**src/rtl/snake_direction_input_pkg.sv**
```systemverilog
// Shared constants and helpers for the Snake button/direction input path.
// Direction encoding is also used by the game-logic block.
package snake_direction_input_pkg;

   typedef enum logic [1:0] {
      DIR_UP    = 2'd0,
      DIR_RIGHT = 2'd1,
      DIR_DOWN  = 2'd2,
      DIR_LEFT  = 2'd3
   } dir_e;

   localparam int DEFAULT_DEBOUNCE_CYCLES = 250000;

   localparam int BTN_UP     = 0;
   localparam int BTN_RIGHT  = 1;
   localparam int BTN_DOWN   = 2;
   localparam int BTN_LEFT   = 3;
   localparam int BTN_CENTER = 4;
   localparam int NUM_BTN    = 5;

   // Opposite heading: flipping bit 1 swaps UP<->DOWN and RIGHT<->LEFT.
   function automatic dir_e dir_reverse(input dir_e d);
      return dir_e'(d ^ 2'd2);
   endfunction

   function automatic logic [1:0] ptr_inc(input logic [1:0] ptr, input int depth);
      if (int'(ptr) == depth - 1)
         return 2'd0;
      return ptr + 2'd1;
   endfunction

endpackage

```
**src/rtl/snake_direction_input_button_debouncer.sv**
```systemverilog
// One button: 2-flop synchronizer, debounce counter and press pulse.
// Defining SNAKE_DEBOUNCE_BYPASS_EN removes the counter (stable follows synced).
module button_debouncer #(
   parameter int DEBOUNCE_CYCLES = 250000,
   parameter int CNT_W           = 18
) (
   input  logic clk_i,
   input  logic rst_i,
   input  logic button_i,
   output logic press_o
);

   logic sync1_q, sync2_q;
   logic stable_q, stable_d;
   logic press_q, press_d;

`ifdef SNAKE_DEBOUNCE_BYPASS_EN
   always_comb begin
      stable_d = sync2_q;
      press_d  = sync2_q & ~stable_q;
   end

   always_ff @(posedge clk_i) begin
      if (rst_i) begin
         sync1_q  <= 1'b0;
         sync2_q  <= 1'b0;
         stable_q <= 1'b0;
         press_q  <= 1'b0;
      end else begin
         sync1_q  <= button_i;
         sync2_q  <= sync1_q;
         stable_q <= stable_d;
         press_q  <= press_d;
      end
   end
`else
   localparam logic [CNT_W-1:0] CNT_LAST = CNT_W'(DEBOUNCE_CYCLES - 1);

   logic [CNT_W-1:0] cnt_q, cnt_d;

   // The counter only runs while synced disagrees with stable; any agreement restarts it.
   always_comb begin
      cnt_d    = '0;
      stable_d = stable_q;
      press_d  = 1'b0;
      if (sync2_q != stable_q) begin
         if (cnt_q == CNT_LAST) begin
            stable_d = sync2_q;
            press_d  = sync2_q;
         end else begin
            cnt_d = cnt_q + 1'b1;
         end
      end
   end

   always_ff @(posedge clk_i) begin
      if (rst_i) begin
         sync1_q  <= 1'b0;
         sync2_q  <= 1'b0;
         stable_q <= 1'b0;
         press_q  <= 1'b0;
         cnt_q    <= '0;
      end else begin
         sync1_q  <= button_i;
         sync2_q  <= sync1_q;
         stable_q <= stable_d;
         press_q  <= press_d;
         cnt_q    <= cnt_d;
      end
   end
`endif

   assign press_o = press_q;

endmodule

```
**src/rtl/snake_direction_input.sv**
```systemverilog
// Snake input path: debounced buttons, direction queue, heading and pause state.
// Optional SNAKE_DEBOUNCE_BYPASS_EN shortens debouncing for fast simulation.
module snake_direction_input
   import snake_direction_input_pkg::*;
#(
   parameter int DEBOUNCE_CYCLES = DEFAULT_DEBOUNCE_CYCLES,
   parameter int CNT_W           = 18,
   parameter int QUEUE_DEPTH     = 2
) (
   input  logic       Clock,
   input  logic       Reset,
   input  logic       ButtonLeft,
   input  logic       ButtonRight,
   input  logic       ButtonUp,
   input  logic       ButtonDown,
   input  logic       ButtonCenter,
   input  logic       StepTick,
   output logic [1:0] Heading,
   output logic       Paused,
   output logic [2:0] QueueCount,
   output logic       DirAccepted,
   output logic       DirDropped
);

   logic [NUM_BTN-1:0] btn_raw;
   logic [NUM_BTN-1:0] press;

   assign btn_raw = {ButtonCenter, ButtonLeft, ButtonDown, ButtonRight, ButtonUp};

   for (genvar b = 0; b < NUM_BTN; b++) begin : g_btn
      button_debouncer #(
         .DEBOUNCE_CYCLES(DEBOUNCE_CYCLES),
         .CNT_W          (CNT_W)
      ) u_deb (
         .clk_i   (Clock),
         .rst_i   (Reset),
         .button_i(btn_raw[b]),
         .press_o (press[b])
      );
   end

   dir_e       q_mem [4];
   logic [1:0] head_q, head_d;
   logic [1:0] tail_q, tail_d;
   logic [1:0] last_idx;
   logic [2:0] count_q, count_d;
   dir_e       heading_q, heading_d;
   logic       paused_q, paused_d;
   logic       acc_q, acc_d;
   logic       drop_q, drop_d;

   logic       ev_valid;
   dir_e       ev_dir;
   dir_e       ref_dir;
   logic       full;
   logic       pop;
   logic       push;

   // Only the highest-priority direction is looked at; the rest vanish silently.
   always_comb begin
      ev_valid = 1'b1;
      ev_dir   = DIR_UP;
      if (press[BTN_UP])
         ev_dir = DIR_UP;
      else if (press[BTN_RIGHT])
         ev_dir = DIR_RIGHT;
      else if (press[BTN_DOWN])
         ev_dir = DIR_DOWN;
      else if (press[BTN_LEFT])
         ev_dir = DIR_LEFT;
      else
         ev_valid = 1'b0;
   end

   assign last_idx = (tail_q == 2'd0) ? 2'(QUEUE_DEPTH - 1) : tail_q - 2'd1;
   assign ref_dir  = (count_q != 3'd0) ? q_mem[last_idx] : heading_q;
   assign full     = (count_q == 3'(QUEUE_DEPTH));
   assign pop      = StepTick & ~paused_q & (count_q != 3'd0);
   assign push     = ev_valid & (ev_dir != ref_dir) & (ev_dir != dir_reverse(ref_dir))
                     & (~full | pop);

   always_comb begin
      head_d    = pop  ? ptr_inc(head_q, QUEUE_DEPTH) : head_q;
      tail_d    = push ? ptr_inc(tail_q, QUEUE_DEPTH) : tail_q;
      heading_d = pop  ? q_mem[head_q] : heading_q;
      paused_d  = paused_q ^ press[BTN_CENTER];
      acc_d     = push;
      drop_d    = ev_valid & ~push;
      case ({push, pop})
         2'b10:   count_d = count_q + 3'd1;
         2'b01:   count_d = count_q - 3'd1;
         default: count_d = count_q;
      endcase
   end

   always_ff @(posedge Clock) begin
      if (Reset) begin
         head_q    <= 2'd0;
         tail_q    <= 2'd0;
         count_q   <= 3'd0;
         heading_q <= DIR_RIGHT;
         paused_q  <= 1'b0;
         acc_q     <= 1'b0;
         drop_q    <= 1'b0;
      end else begin
         head_q    <= head_d;
         tail_q    <= tail_d;
         count_q   <= count_d;
         heading_q <= heading_d;
         paused_q  <= paused_d;
         acc_q     <= acc_d;
         drop_q    <= drop_d;
      end
   end

   // Queue storage holds data only; occupancy is tracked by the pointers and count.
   always_ff @(posedge Clock) begin
      if (push)
         q_mem[tail_q] <= ev_dir;
   end

   assign Heading     = heading_q;
   assign Paused      = paused_q;
   assign QueueCount  = count_q;
   assign DirAccepted = acc_q;
   assign DirDropped  = drop_q;

endmodule

```
**config.mk**
```make
export PLATFORM = sky130hd
export DESIGN_NAME = snake_direction_input
export DESIGN_NICKNAME = d
export VERILOG_FILES = /design/src/rtl/snake_direction_input_pkg.sv /design/src/rtl/snake_direction_input_button_debouncer.sv /design/src/rtl/snake_direction_input.sv
export SDC_FILE = /design/constraint.sdc
export NUM_CORES = 1
export LEC_CHECK = 0
export CORE_MARGIN = 5
export CORE_UTILIZATION = 45
export DETAILED_ROUTE_END_ITERATION = 16
export SYNTH_ARGS = -nofsm -noshare
export SYNTH_HDL_FRONTEND = slang
export SYNTH_SLANG_ARGS = --single-unit
```
**constraint.sdc**
```tcl
create_clock -name Clock -period 2.2 [get_ports Clock]
set_clock_uncertainty 0.05 [all_clocks]
set_input_delay 0.22 -clock Clock [delete_from_list [all_inputs] [get_ports Clock]]
set_output_delay 0.22 -clock Clock [all_outputs]
set_load 0.02 [all_outputs]
```
After elaboration in Yosys (flattened, before gate mapping)
Memory sizes are Yosys's and may differ from the RTL's. A register that Yosys moved wholly into a read port is not among the register bits.
Cells that the tools add are included.

cells by class
  $add $sub $neg = 10
  equality and inequality tests = 17
  muxes and demuxes = 19
  bitwise operators = 22
  reduce and logical (&&, ||, !) cells = 18

operators by type and width
  cell                     count
  $add A18 B1 Y18 const B  5
  $eq A18 B18 Y1 const B   5
  $reduce_or A3 Y1         10
  $mux W2                  10
  $not A1 Y1               14
  $reduce_and A2 Y1        5
  $mux W1                  8
  $and A1 B1 Y1            6
  $eq A2 B2 Y1 const B     3
  $pmux W3 S2              1
  $ne A1 B1 Y1             5
  $add A2 B1 Y2 const B    2
  $ne A2 B2 Y1             2
  $add A3 B1 Y3 const B    1
  $eq A3 B2 Y1 const B     1
  $reduce_bool A3 Y1       1
  $sub A3 B1 Y3 const B    1
  $eq A2 B1 Y1 const B     1
  $logic_not A2 Y1         1
  $reduce_bool A2 Y1       1
  $sub A2 B1 Y2 const B    1
  $or A1 B1 Y1             1
  $xor A1 B1 Y1            1

storage, ports and cells
  register bits after elaboration = 120
  bits in writable memories = 8
  input bits = 8
  output and inout port bits = 8
  memories = 1

memories
  name   depth  width  rd ports  clocked after Yosys merged registers in  wr ports  line                         text
  q_mem  4      2      2         1                                        1         snake_direction_input.sv:42  dir_e q_mem [4];

Depth between registers and ports, before layout
Gate-level depths: netlist (run 1).

  word-level depth = 10
  depth in mapped cells = 8

By module
From an unflattened synthesis (run 1), not the netlist that was laid out.

second synthesis, totals
  cells, all modules = 615
  area total of the unflattened synthesis = 5783.0 um^2

by module, submodules not included
  module                 times used  cells each  area an instance (um^2)
  button_debouncer       5           106         965.9
  snake_direction_input  1           85          953.4

Worst setup path after synthesis (run 1)
No wires, ideal clock.

  path type = reg-to-reg
  start = reg count_q[0], in the netlist QueueCount[0]
  end = reg count_q[2], in the netlist QueueCount[2]
  setup time = 0.121 ns
  arrival time = 2.176 ns
  data required time = 2.029 ns
  setup slack = -0.146 ns
  stages on the path, launching flop included = 9
  path through = dfxtp_1 nor3_4 a211oi_2 mux2i_1 nor3_2 fa_1 nor4_1 a31oi_1 mux2_2

on the way
  longest elaborated chain between the ends = 8
  elaborated cells on any way between the ends = 18
  those cells by class = add/sub: 2; eq/ne: 5; mux: 2; bitwise: 7; reduce/logical: 2

RTL lines
  what                                                      line                                                      text
  start: declaration                                        snake_direction_input.sv:46                               logic [2:0] count_q, count_d;
  start signal: assignment                                  snake_direction_input.sv:108                              count_q <= count_d;
  $reduce_bool A3 Y1                                        snake_direction_input.sv:76, snake_direction_input.sv:78
  $mux W2                                                   snake_direction_input.sv:76                               assign ref_dir = (count_q != 3'd0) ? q_mem[last_idx] : heading_q;
  $ne A2 B2 Y1 / $not A1 Y1 (equally long branches)         --
  $and A1 B1 Y1 / $ne A2 B2 Y1 (equally long branches)      snake_direction_input.sv:79                               assign push = ev_valid & (ev_dir != ref_dir) & (ev_dir != dir_reverse(ref_dir))
  $and A1 B1 Y1                                             snake_direction_input.sv:79
  $and A1 B1 Y1                                             snake_direction_input.sv:80                               & (~full | pop);
  $eq A2 B1 Y1 / $eq A2 B2 Y1 (equally long branches)       snake_direction_input.sv:89                               case ({push, pop})
  $pmux W3 S2 / $reduce_bool A2 Y1 (equally long branches)  --

Parallel ways exist; a longest one is shown, timed or not.
A chain may end at the register's enable or synchronous reset.

Worst setup path after layout (run 1)
  start = reg tail_q[1]
  end = reg count_q[2], in the netlist QueueCount[2]

on the way
  longest elaborated chain between the ends = 10
  elaborated cells on any way between the ends = 15
  those cells by class = add/sub: 1; eq/ne: 4; mux: 3; bitwise: 4; reduce/logical: 2; memory: 1

RTL lines
  what                                                      line                          text
  start: declaration                                        snake_direction_input.sv:44   logic [1:0] tail_q, tail_d;
  start signal: assignment                                  snake_direction_input.sv:107  tail_q <= tail_d;
  $sub A2 B1 Y2 / $logic_not A2 Y1 (equally long branches)  snake_direction_input.sv:75   assign last_idx = (tail_q == 2'd0) ? 2'(QUEUE_DEPTH - 1) : tail_q - 2'd1;
  $mux W2 *                                                 snake_direction_input.sv:75
  $mem_v2 Z4 W2 *                                           --
  $mux W2 *                                                 snake_direction_input.sv:76
  $ne A2 B2 Y1 / $not A1 Y1 (equally long branches)         --
  $and A1 B1 Y1 / $ne A2 B2 Y1 (equally long branches)      snake_direction_input.sv:79
  $and A1 B1 Y1 *                                           snake_direction_input.sv:79
  $and A1 B1 Y1 *                                           snake_direction_input.sv:80
  $eq A2 B1 Y1 / $eq A2 B2 Y1 (equally long branches)       snake_direction_input.sv:89
  $pmux W3 S2 / $reduce_bool A2 Y1 (equally long branches)  --

Mark *: on every way between the ends. The rest lies on a longest branch, timed or not.

==> results of run 1 <==
-- synthesized netlist by cell type (4+ instances only) --
cell type and number:
sky130_fd_sc_hd__nand2_1 30, sky130_fd_sc_hd__ha_1 5, sky130_fd_sc_hd__buf_2 5, sky130_fd_sc_hd__dfxtp_1 122, sky130_fd_sc_hd__xnor2_1 34, sky130_fd_sc_hd__and4_1 7, sky130_fd_sc_hd__a21oi_1 5, sky130_fd_sc_hd__nor2_1 127
sky130_fd_sc_hd__clkbuf_1 6, sky130_fd_sc_hd__inv_1 9, sky130_fd_sc_hd__nand2b_1 13, sky130_fd_sc_hd__nand4_1 14, sky130_fd_sc_hd__nor3_1 10, sky130_fd_sc_hd__xor2_1 53, sky130_fd_sc_hd__and3_1 9, sky130_fd_sc_hd__nor3b_1 4
sky130_fd_sc_hd__nor4b_1 11, sky130_fd_sc_hd__mux2i_1 9, sky130_fd_sc_hd__nand3_1 44, sky130_fd_sc_hd__edfxtp_1 8, sky130_fd_sc_hd__nor2b_1 15, sky130_fd_sc_hd__nor4_1 7
-- power by group --
group	leakage, nW	internal, mW	switching (mW)
clock network	0.298	1.82	0.935
logic	0.871	0.208	0.203
registers	1.08	2.42	0.0364
total	2.25	4.45	1.17
-- layer usage --
metal	vias to the layer above	track usage	wire [um]
met5	-	0	0
met4	0	0.0709	135
met3	13	0.0405	284
met2	33	0.234	4390
met1	1789	0.171	4620
li1	2027	-	-
-- layout make-up --
type                            count  area (um^2)  area share
Sequential cell                   130         2690       0.416
Multi-Input combinational cell    423         2640       0.408
Clock buffer                       28          558      0.0863
Timing Repair Buffer               36          320      0.0495
Tap cell                          147          184      0.0284
Clock inverter                      3         40.0     0.00619
Inverter                            9         33.8     0.00522
-- worst paths after layout --
path                                        startpoint                      to
worst max-delay path                         tail_q[1]           QueueCount[2]
worst max register to register               tail_q[1]           QueueCount[2]
worst min-delay path                        ButtonLeft  g_btn[3].u_deb.sync1_q
worst min register to register  g_btn[1].u_deb.sync1_q  g_btn[1].u_deb.sync2_q
-- logic make-up after synthesis --
group           count (synthesis)  share of synthesized area
simple gates                  303                      0.280
fa+ha+maj                       6                     0.0153
flops                         130                      0.496
buf+inv                        23                     0.0206
compound gates                 13                     0.0160
xor+xnor                       87                      0.141
mux                            14                     0.0312
-- registers in the layout, summed over array words and instances, names as in the netlist, 2 cells and up --
register / flops
head_q: 2
Heading: 2
g_btn.u_deb.sync2_q: 5
g_btn.u_deb.cnt_q: 90
g_btn.u_deb.sync1_q: 5
q_mem: 8
g_btn.u_deb.press_o: 5
QueueCount: 3
g_btn.u_deb.stable_q: 5
tail_q: 2
-- critical path, delay by kind of cell (launching register included) --
kind,cells,cell delay (ns)
flops,1,0.32
simple gates,1,0.04
compound gates,2,0.40
buf+inv,1,0.16
mux,3,0.79
fa+ha+maj,1,0.35
-- per-stage QoR --
| step | cells | total power [mW] | setup slack, ns |
|---|---|---|---|
| 3_5_place_dp | 739 | 2.91 | -0.151 |
| 2_1_floorplan | 576 | 2.76 | 0.000988 |
| 3_3_place_gp | 739 | 2.91 | -0.0909 |
| 5_1_grt | 776 | 5.85 | -0.153 |
| 6_report | 776 | 5.63 | -0.0377 |
| 4_1_cts | 776 | 5.72 | 0.00829 |
-- timing repair --
action,in CTS,in global routing
buffers inserted,7,0
pin swaps,2,0
resized for setup,3,3
endpoints found under the setup margin,1,6
cloned,0,0
endpoints found under the hold margin,0,0
==> results.md, run 1 <==
- The post-synthesis cell count is 576.
- The count of boundary I/O pins is 16.
- The initial cell density of the core is 0.454.
- Of all cell types, the one taking the most synthesized area is sky130_fd_sc_hd__dfxtp_1.
- The net count after synthesis is 590.
- The floorplan die area is 14300 um^2.
- Adding up every negative setup slack in the final design gives -0.0377 ns.
- The iteration-0 DRC count of the detailed router is 120.
- The number of synthesized register bits is 130.
- Of the synthesized area, sequential elements account for 0.496.
- The number of hold violations in the final report is 0.
- Setup repair after global routing could not meet its margin everywhere.
- Entering global routing, the biggest net connects 22 pins.
- The later pin in the worst-skew pair is clocked with a latency of 0.41 ns.
- The number of clock buffers inserted by TritonCTS is 17.
- By instance count, the cell type seen most on the critical path is sky130_fd_sc_hd__mux2i_1.
- The clock edge transition at the registers on the reported setup and hold paths is 0.05 ns.
- The share of synthesized area in the top cell type comes to 0.452.
- The layout has 1069 filler cells.
- The number of hold buffers added after CTS was 0.
- For this run, the number of Yosys warnings is 0.
- The startpoint type of the worst setup path is a flip-flop.
- The reported leakage power is 2.25 nW.
- In the post-synthesis netlist, the biggest area contributors are sky130_fd_sc_hd__dfxtp_1, sky130_fd_sc_hd__nor2_1, sky130_fd_sc_hd__xor2_1.
- The run finished, with violations left.
- The critical path goes through mux2i_1 -> a211oi_2 -> mux2i_1 -> buf_4 -> nor3_2 -> fa_2 -> a31oi_1 -> mux2_2.
- In the routed design, unresolved DRC markers number 0.
- VDD sags by at most 0.000707 V.
- The total iterations of the first detailed-routing run is 4.
- The final reports fail on setup timing.
- The area growth from synthesis to final layout is 19.6%.
- The shortest period the worst path allows is 2.24 ns.
- The count of flip-flops with a built-in enable after synthesis is 8.
- At the worst endpoint, the required time is 2.44 ns.
- The total of endpoints with negative setup slack in the final report is 1.
- Summing all placed instances gives a cell area of 5800 um^2.
- The aggregate routed wire length is 9430 um.
- The TritonCTS clock tree is yes.
- The final design utilization is 0.543.
- Input and output buffers added on the ports amount to 15.
- Averaged over all synthesized cells, the footprint is 9.39 um^2.
- The initialized floorplan defines 40 standard-cell rows.
- The congestion estimate from routability-driven global placement came to 0.801.
- Timing would allow up to 447 MHz.
- The HPWL reported at the end of detailed placement is 6550 um.
- The number of distinct standard cells referenced by the synthesized netlist is 46.
- In this run the power density over the cells is 870 nW/um^2.
- Of all flip-flops after synthesis, the portion carrying an async set or reset was 0.
- The initial antenna violation count is 0.
- The share of post-route cells with drive strength above 1 is 0.111.
- The longest clock path from root to sink contains 2 buffers.
- The worst hold path was traced through 2 stages.
- For the pin with the worst max-slew slack, the measured transition is 0.605 ns.
- The final clock period utilization by the worst path is 1.02.
- The detailed-route via count is 3862.
- The overall global routing resource usage is 0.143.
- On the critical path, the stage with the largest delay is an instance of sky130_fd_sc_hd__fa_2.
- The cell area after synthesis is 5410 um^2.
- The max-slew headroom at the worst pin is 0.593.
- The critical path class is reg -> reg.
- The via count of the first global-routing pass came to 3808.
- After layout, the worst setup slack is -0.0377 ns.
- The average wire per cell in the routed design is 12.2 um.
- The final-layout worst hold slack is 0.316 ns.
- Across the run, the number of max-cap violations was 0.
- STA classifies the critical path endpoint as a flip-flop.
- Data on the critical path arrives at its endpoint at 2.48 ns.
- The most common cell after layout, fill and taps aside is sky130_fd_sc_hd__nor2_1.
- The final layout contains 631 nets.
- The H-tree was split into 4 levels.
- The first global-routing pass estimated 16600 um of wire.
- The cell sitting at the root of the clock tree is a sky130_fd_sc_hd__clkbuf_16.
- The highest fanout seen on the critical path is 2.
- From bottom edge to top edge, the die measures 120 um.
- The post-route antenna net violation count is 0.
- Measured in cells, the most critical reg-to-reg path has a length of 8.
- The core region is 11900 um^2.
- The number of pins exceeding their max-slew limit in the final report is 0.
- Measured along the x axis, the die boundary spans 120 um.
- The top cell types in the final layout, fill and taps aside, are sky130_fd_sc_hd__nor2_1, sky130_fd_sc_hd__dfxtp_1, sky130_fd_sc_hd__xor2_1.
- The mean number of vias per cell is 4.98.
- The most used flip-flop cell after synthesis is sky130_fd_sc_hd__dfxtp_1.
- The delay contributed by the slowest stage of the critical path is 0.35 ns.
- The min-delay analysis places its worst path in the category in -> reg.
- In this run the register-to-register setup slack is -0.04 ns.
- The number of antenna diodes in the final layout is 0.
- The sum of overflow across all layers after global routing is 0.
- The clock sink count is 130.
- After routing the design area is 6470 um^2.
No activity file was read; power rests on OpenSTA's default activity.
==> run 2, diff against run 1 <==
==> constraint.sdc (replaced) <==
create_clock -name Clock -period 2.6 [get_ports Clock]
set_clock_uncertainty 0.05 [all_clocks]
set_input_delay 0.26 -clock Clock [delete_from_list [all_inputs] [get_ports Clock]]
set_output_delay 0.26 -clock Clock [all_outputs]
set_load 0.02 [all_outputs]
==> run 2 against run 1 <==
Net effect: the flow now finishes without violations; combinational power down 29%; fmax is 7.7% lower; register-to-register slack gained 0.21 ns; clock power down 21%; worst hold slack gained 0.040 ns; final area decreased by 3.7%; sequential share of layout area increased by 1.4 points; sequential cell count unchanged; total power fell by 19%; count of clock-buffer cells in the layout is 10 lower; non-clock buffer count decreased by 20; critical endpoint unchanged.
==> results.md, run 2 (same netlist as run 1, synthesis figures left out) <==
- The critical path endpoint category was a flip-flop (unchanged).
- The mean number of vias per cell is 4.92 (was 4.98).
- The maximum vdd ir drop was 0.000552 V (was 0.000707 V).
- The final weighted congestion in routability-driven placement is 0.795 (was 0.801).
- The average wire per cell in the routed design is 11.9 um (was 12.2 um).
- The number of antenna diodes is 0 (unchanged).
- The highest attainable clock frequency is 412 MHz (was 447 MHz).
- The post-CTS setup repair buffer count is 0 (was 7).
- The max-capacitance violation count is 0 (unchanged).
- The buffers plus inverters on the worst setup path is 0 (was 1).
- The number of hold violations in the final report is 0 (unchanged).
- The clock edge transition at the registers on the reported setup and hold paths is 0.06 ns (was 0.05 ns).
- The number of clock buffers inserted by TritonCTS is 17 (unchanged).
- The later-pin clock latency in the skew report came to 0.41 ns (about the same).
- The iteration-0 DRC count of the detailed router is 239 (was 120).
- The chip height came to 120 um (unchanged).
- The via count of the first global-routing pass was 3557 (was 3808).
- The worst setup timing slack at the placement stage was 0.181 ns (was -0.151 ns).
- The final clock period utilization by the worst path is 0.933 (was 1.02).
- The clock sink count is 130 (unchanged).
- The sum of overflow across all layers after global routing is 0 (unchanged).
- The total number of nets in the final design was 611 (was 631).
- The total of endpoints with negative setup slack in the final report is 0 (was 1).
- The first-pass GRT wire length is 15600 um (was 16600 um).
- The detailed-route via count came to 3721 (was 3862).
- The final-layout worst hold slack came to 0.356 ns (was 0.316 ns).
- The number of gates resized after cts is 0 (was 3).
- The data arrival at the endpoint of the critical path is 2.67 ns (was 2.48 ns).
- The total iterations of the first detailed-routing run came to 4 (unchanged).
- Outcome: finished, final reports clean (was finished with violations).
- The count of boundary I/O pins is 16 (unchanged).
- The final total negative setup slack was 0 ns (was -0.0377 ns).
- The setup slack after layout came to 0.175 ns (was -0.0377 ns).
- The cell area power density was 731 nW/um^2 (was 870 nW/um^2).
- The area growth from synthesis to final layout is 15.2% (was 19.6%).
- The number of pins exceeding their max-slew limit in the final report is 0 (unchanged).
- The floorplan die area is 14300 um^2 (unchanged).
- The count of hold buffers inserted by post-cts repair is 0 (unchanged).
- The most common cell after layout, fill and taps aside is sky130_fd_sc_hd__nor2_1 (unchanged).
- The detailed-route DRC error count is 0 (unchanged).
- The initial antenna violation count is 0 (unchanged).
- The critical path class is reg -> reg (unchanged).
- The delay contributed by the slowest stage of the critical path is 0.46 ns (was 0.35 ns).
- The slowest stage cell on the critical path is sky130_fd_sc_hd__dfxtp_1 (was sky130_fd_sc_hd__fa_2).
- The slew at the pin closest to its max-slew limit is 0.627 ns (was 0.605 ns).
- Top Registers: g_btn.u_deb.cnt_q (90), q_mem (8) (unchanged).
- The reported leakage power is 2.11 nW (was 2.25 nW).
- The share of post-route cells with drive strength above 1 came to 0.0705 (was 0.111).
- The family with the most delay on the worst path is multiplexers (unchanged).
- Top library cells by usage in the layout, fill and taps aside: sky130_fd_sc_hd__nor2_1, sky130_fd_sc_hd__dfxtp_1, sky130_fd_sc_hd__xor2_1 (unchanged).
- The flip-flop count of the largest register after layout is 90 (unchanged).
- Setup repair after global routing missed its margin: false (was true).
- The required time at the endpoint of the critical path is 2.84 ns (was 2.44 ns).
- The buffer type at the clock tree root is sky130_fd_sc_hd__clkbuf_16 (unchanged).
- The startpoint type of the worst setup path is a flip-flop (unchanged).
- The total power of the final layout came to 4.55 mW (was 5.63 mW).
- The aggregate routed wire length was 8990 um (was 9430 um).
- The die boundary width is 120 um (unchanged).
- The max-slew headroom at the worst pin is 0.579 (was 0.593).
- The highest fanout seen on the critical path is 6 (was 2).
- The initial cell density of the core is 0.454 (unchanged).
- The maximum count of clock buffers along a single path is 2 (unchanged).
- The deepest level of the CTS H-tree is 4 (unchanged).
- Crit path cell chain: nor2_1 -> a211oi_2 -> mux2i_1 -> nor3_2 -> fa_1 -> nor4_1 -> a31oi_1 -> mux2_2 (was mux2i_1 -> a211oi_2 -> mux2i_1 -> buf_4 -> nor3_2 -> fa_2 -> a31oi_1 -> mux2_2).
- The floorplan core area is 11900 um^2 (unchanged).
- The total non-filler cell area in the finished layout came to 6230 um^2 (was 6470 um^2).
- The total of fill cells in the finished design came to 1108 (was 1069).
- The register with the most flip-flops is g_btn.u_deb.cnt_q (unchanged).
- The shortest period the worst path allows is 2.43 ns (was 2.24 ns).
- The TritonCTS clock tree is yes (unchanged).
- The classification of the worst-slack hold path is in -> reg (unchanged).
- The overall global routing resource usage is 0.133 (was 0.143).
- The standard cell area after detailed placement came to 5690 um^2 (was 5800 um^2).
- The HPWL reported at the end of detailed placement is 6060 um (was 6550 um).
- The largest net degree at the start of global routing is 41 (was 22).
- The port buffer count is 15 (unchanged).
- The row count is 40 (unchanged).
- The post-route antenna net violation count is 0 (unchanged).
[run 2: layout make-up]
cell class,instances,area [um^2],share of cell area
flip-flops and latches,130,2680,0.431
repair buffers,16,170,0.0273
clock inverters,14,116,0.0187
multi-input cells,423,2620,0.420
clock buffers,18,429,0.0689
inverters,9,33.8,0.00542
well taps,147,184,0.0295
[run 2: path summary, 6_finish.rpt]
check                    startpoint                endpoint  slack (ns)  cells past startpoint
max                       tail_q[0]           QueueCount[2]        0.17                      8
min                        ButtonUp  g_btn[0].u_deb.sync1_q        0.36                      2
max reg2reg               tail_q[0]           QueueCount[2]        0.17                      8
min reg2reg  g_btn[0].u_deb.sync1_q  g_btn[0].u_deb.sync2_q        0.39                      1
[run 2: layer usage]
metal | vias to the layer above | track usage | part of all wire
met4 | 0 | 0.0709 | 0.021
met1 | 1696 | 0.160 | 0.50
met2 | 33 | 0.215 | 0.45
met5 | - | 0 | 0
met3 | 17 | 0.0377 | 0.027
li1 | 1975 | - | -
[run 2: where the power goes]
group	total (mW)	switching (mW)	internal, mW
clock network	2.17	0.866	1.31
logic	0.291	0.152	0.139
registers	2.09	0.0444	2.04
total	4.55	1.06	3.49
[run 2: stage by stage]
stage / util / instances
after CTS: 0.523 / 757
after floorplan: - / 576
after global routing: 0.523 / 757
after detailed placement: 0.477 / 725
after global placement: 0.477 / 725
final: 0.523 / 757
==> run 3, diff against run 2 <==
--- a/config.mk
+++ b/config.mk
@@ -5,9 +5,13 @@
 export SDC_FILE = /design/constraint.sdc
 export NUM_CORES = 1
 export LEC_CHECK = 0
+export ABC_CLOCK_PERIOD_IN_PS = 2600
+export CELL_PAD_IN_SITES_DETAIL_PLACEMENT = 0
+export CELL_PAD_IN_SITES_GLOBAL_PLACEMENT = 1
 export CORE_MARGIN = 5
-export CORE_UTILIZATION = 45
+export CORE_UTILIZATION = 51
 export DETAILED_ROUTE_END_ITERATION = 16
+export PLACE_DENSITY_LB_ADDON = 0.1
 export SYNTH_ARGS = -nofsm -noshare
 export SYNTH_HDL_FRONTEND = slang
 export SYNTH_SLANG_ARGS = --single-unit
==> run 3 against run 2 <==
Net effect: core utilization grew 8.4 points; global-route usage up 2.5 points; sequential power about the same; total power rose by 3.9%; final cell count fell by 1.2%; worst hold slack got worse by 0.11 ns; combinational power decreased by 1%; final area grew 0.66%; sequential cell count stayed put.
==> results.md, run 3 (same netlist as run 1, synthesis figures left out) <==
- The final weighted congestion in routability-driven placement was 0.808 (was 0.795).
- The register with the most flip-flops is g_btn.u_deb.cnt_q (unchanged).
- The count of boundary I/O pins is 16 (unchanged).
- The number of pins exceeding their max-slew limit in the final report is 0 (unchanged).
- The max-capacitance violation count is 0 (unchanged).
- The buffers plus inverters on the worst setup path is 0 (unchanged).
- The mean number of vias per cell is 5.04 (was 4.92).
- The clock sink count is 130 (unchanged).
- Top Registers: g_btn.u_deb.cnt_q (90), q_mem (8) (unchanged).
- The average wire per cell in the routed design was 12.0 um (was 11.9 um).
- The total of endpoints with negative setup slack in the final report is 0 (unchanged).
- The standard cell area after detailed placement is 5670 um^2 (was 5690 um^2).
- The row count is 37 (was 40).
- The detailed-route via count is 3770 (was 3721).
- Outcome: finished, final reports clean (unchanged).
- The final total negative setup slack was 0 ns (unchanged).
- The number of gates resized after cts is 0 (unchanged).
- The iteration-0 DRC count of the detailed router was 187 (was 239).
- The share of post-route cells with drive strength above 1 is 0.0735 (was 0.0705).
- The sum of overflow across all layers after global routing is 0 (unchanged).
- The clock edge transition at the registers on the reported setup and hold paths came to 0.06 ns (about the same).
- The shortest period the worst path allows came to 2.41 ns (was 2.43 ns).
- The flip-flop count of the largest register after layout was 90 (unchanged).
- The required time at the endpoint of the critical path was 2.96 ns (was 2.84 ns).
- The aggregate routed wire length is 9000 um (was 8990 um).
- The delay contributed by the slowest stage of the critical path came to 0.48 ns (was 0.46 ns).
- The overall global routing resource usage is 0.158 (was 0.133).
- The number of hold violations in the final report was 0 (unchanged).
- The startpoint type of the worst setup path is a flip-flop (unchanged).
- The max-slew headroom at the worst pin is 0.544 (was 0.579).
- The initial antenna violation count is 0 (unchanged).
- The port buffer count is 15 (unchanged).
- The maximum vdd ir drop came to 0.000611 V (was 0.000552 V).
- The initial cell density of the core is 0.524 (was 0.454).
- The classification of the worst-slack hold path was in -> reg (unchanged).
- The total number of nets in the final design is 613 (was 611).
- The reported leakage power came to 2.14 nW (was 2.11 nW).
- The floorplan core area came to 10300 um^2 (was 11900 um^2).
- The number of clock buffers inserted by TritonCTS is 17 (unchanged).
- The count of hold buffers inserted by post-cts repair came to 0 (unchanged).
- Top library cells by usage in the layout, fill and taps aside: sky130_fd_sc_hd__nor2_1, sky130_fd_sc_hd__dfxtp_1, sky130_fd_sc_hd__xor2_1 (unchanged).
- The data arrival at the endpoint of the critical path came to 2.77 ns (was 2.67 ns).
- The cell area power density is 754 nW/um^2 (was 731 nW/um^2).
- The maximum count of clock buffers along a single path is 2 (unchanged).
- The chip height is 113 um (was 120 um).
- The total iterations of the first detailed-routing run is 4 (unchanged).
- The slowest stage cell on the critical path is sky130_fd_sc_hd__dfxtp_1 (unchanged).
- The total non-filler cell area in the finished layout is 6270 um^2 (was 6230 um^2).
- The later-pin clock latency in the skew report came to 0.52 ns (was 0.41 ns).
- The TritonCTS clock tree is yes (unchanged).
- The post-CTS setup repair buffer count came to 0 (unchanged).
- The critical path class is reg -> reg (unchanged).
- The largest net degree at the start of global routing is 18 (was 41).
- Setup repair after global routing missed its margin: false (unchanged).
- The post-route antenna net violation count was 0 (unchanged).
- The highest fanout seen on the critical path is 6 (unchanged).
- The area growth from synthesis to final layout is 16.0% (was 15.2%).
- The detailed-route DRC error count is 0 (unchanged).
- The family with the most delay on the worst path is multiplexers (unchanged).
- The number of antenna diodes is 0 (unchanged).
- The final clock period utilization by the worst path is 0.927 (was 0.933).
- The floorplan die area came to 12800 um^2 (was 14300 um^2).
- The first-pass GRT wire length is 16500 um (was 15600 um).
- The most common cell after layout, fill and taps aside is sky130_fd_sc_hd__nor2_1 (unchanged).
- The slew at the pin closest to its max-slew limit is 0.678 ns (was 0.627 ns).
- The deepest level of the CTS H-tree was 4 (unchanged).
- The critical path endpoint category was a flip-flop (unchanged).
- The buffer type at the clock tree root was sky130_fd_sc_hd__clkbuf_8 (was sky130_fd_sc_hd__clkbuf_16).
- The die boundary width is 113 um (was 120 um).
- The HPWL reported at the end of detailed placement came to 6230 um (was 6060 um).
- Crit path cell chain: nor3_4 -> a211oi_2 -> mux2i_1 -> nor3_2 -> fa_1 -> nor4_1 -> a31oi_1 -> mux2_2 (was nor2_1 -> a211oi_2 -> mux2i_1 -> nor3_2 -> fa_1 -> nor4_1 -> a31oi_1 -> mux2_2).
- The highest attainable clock frequency was 415 MHz (was 412 MHz).
- The via count of the first global-routing pass is 3826 (was 3557).
-- run 3: area by class of cell --
class / count / area (um^2)
Fill cell: 920 / 4050
Sequential cell: 130 / 2680
Multi-Input combinational cell: 423 / 2620
Clock buffer: 18 / 439
Timing Repair Buffer: 18 / 173
Tap cell: 136 / 170
Clock inverter: 14 / 159
Inverter: 9 / 33.8
-- run 3: power breakdown --
group	total (mW)	switching [mW]	internal [mW]
clock	2.36	0.849	1.51
combinational	0.287	0.149	0.138
sequential	2.09	0.0424	2.04
-- run 3: path summary, 6_finish.rpt --
| check | cells after the start | from | slack [ns] | endpoint |
|---|---|---|---|---|
| max | 8 | QueueCount[0] | 0.19 | QueueCount[2] |
| min reg2reg | 1 | g_btn[3].u_deb.sync1_q | 0.38 | g_btn[3].u_deb.sync2_q |
| min | 2 | ButtonLeft | 0.24 | g_btn[3].u_deb.sync1_q |
| max reg2reg | 8 | QueueCount[0] | 0.19 | QueueCount[2] |
-- run 3: metal layers --
layer,wire length [um],track usage
met1,4300,0.185
met2,4290,0.265
met3,228,0.0481
met4,188,0.0753
met5,0,0
-- run 3: metrics by stage --
step | utilization | power, mW | std cells | worst slack, ns | hold WS (ns)
after CTS | 0.608 | 4.81 | 748 | 0.208 | 0.219
after global routing | 0.608 | 4.94 | 748 | 0.0165 | 0.220
final | 0.608 | 4.73 | 748 | 0.191 | 0.242
after global placement | 0.550 | 2.41 | 716 | 0.281 | 0.368
after floorplan | - | 2.33 | 576 | 0.254 | 0.338
after detailed placement | 0.550 | 2.42 | 716 | 0.256 | 0.373
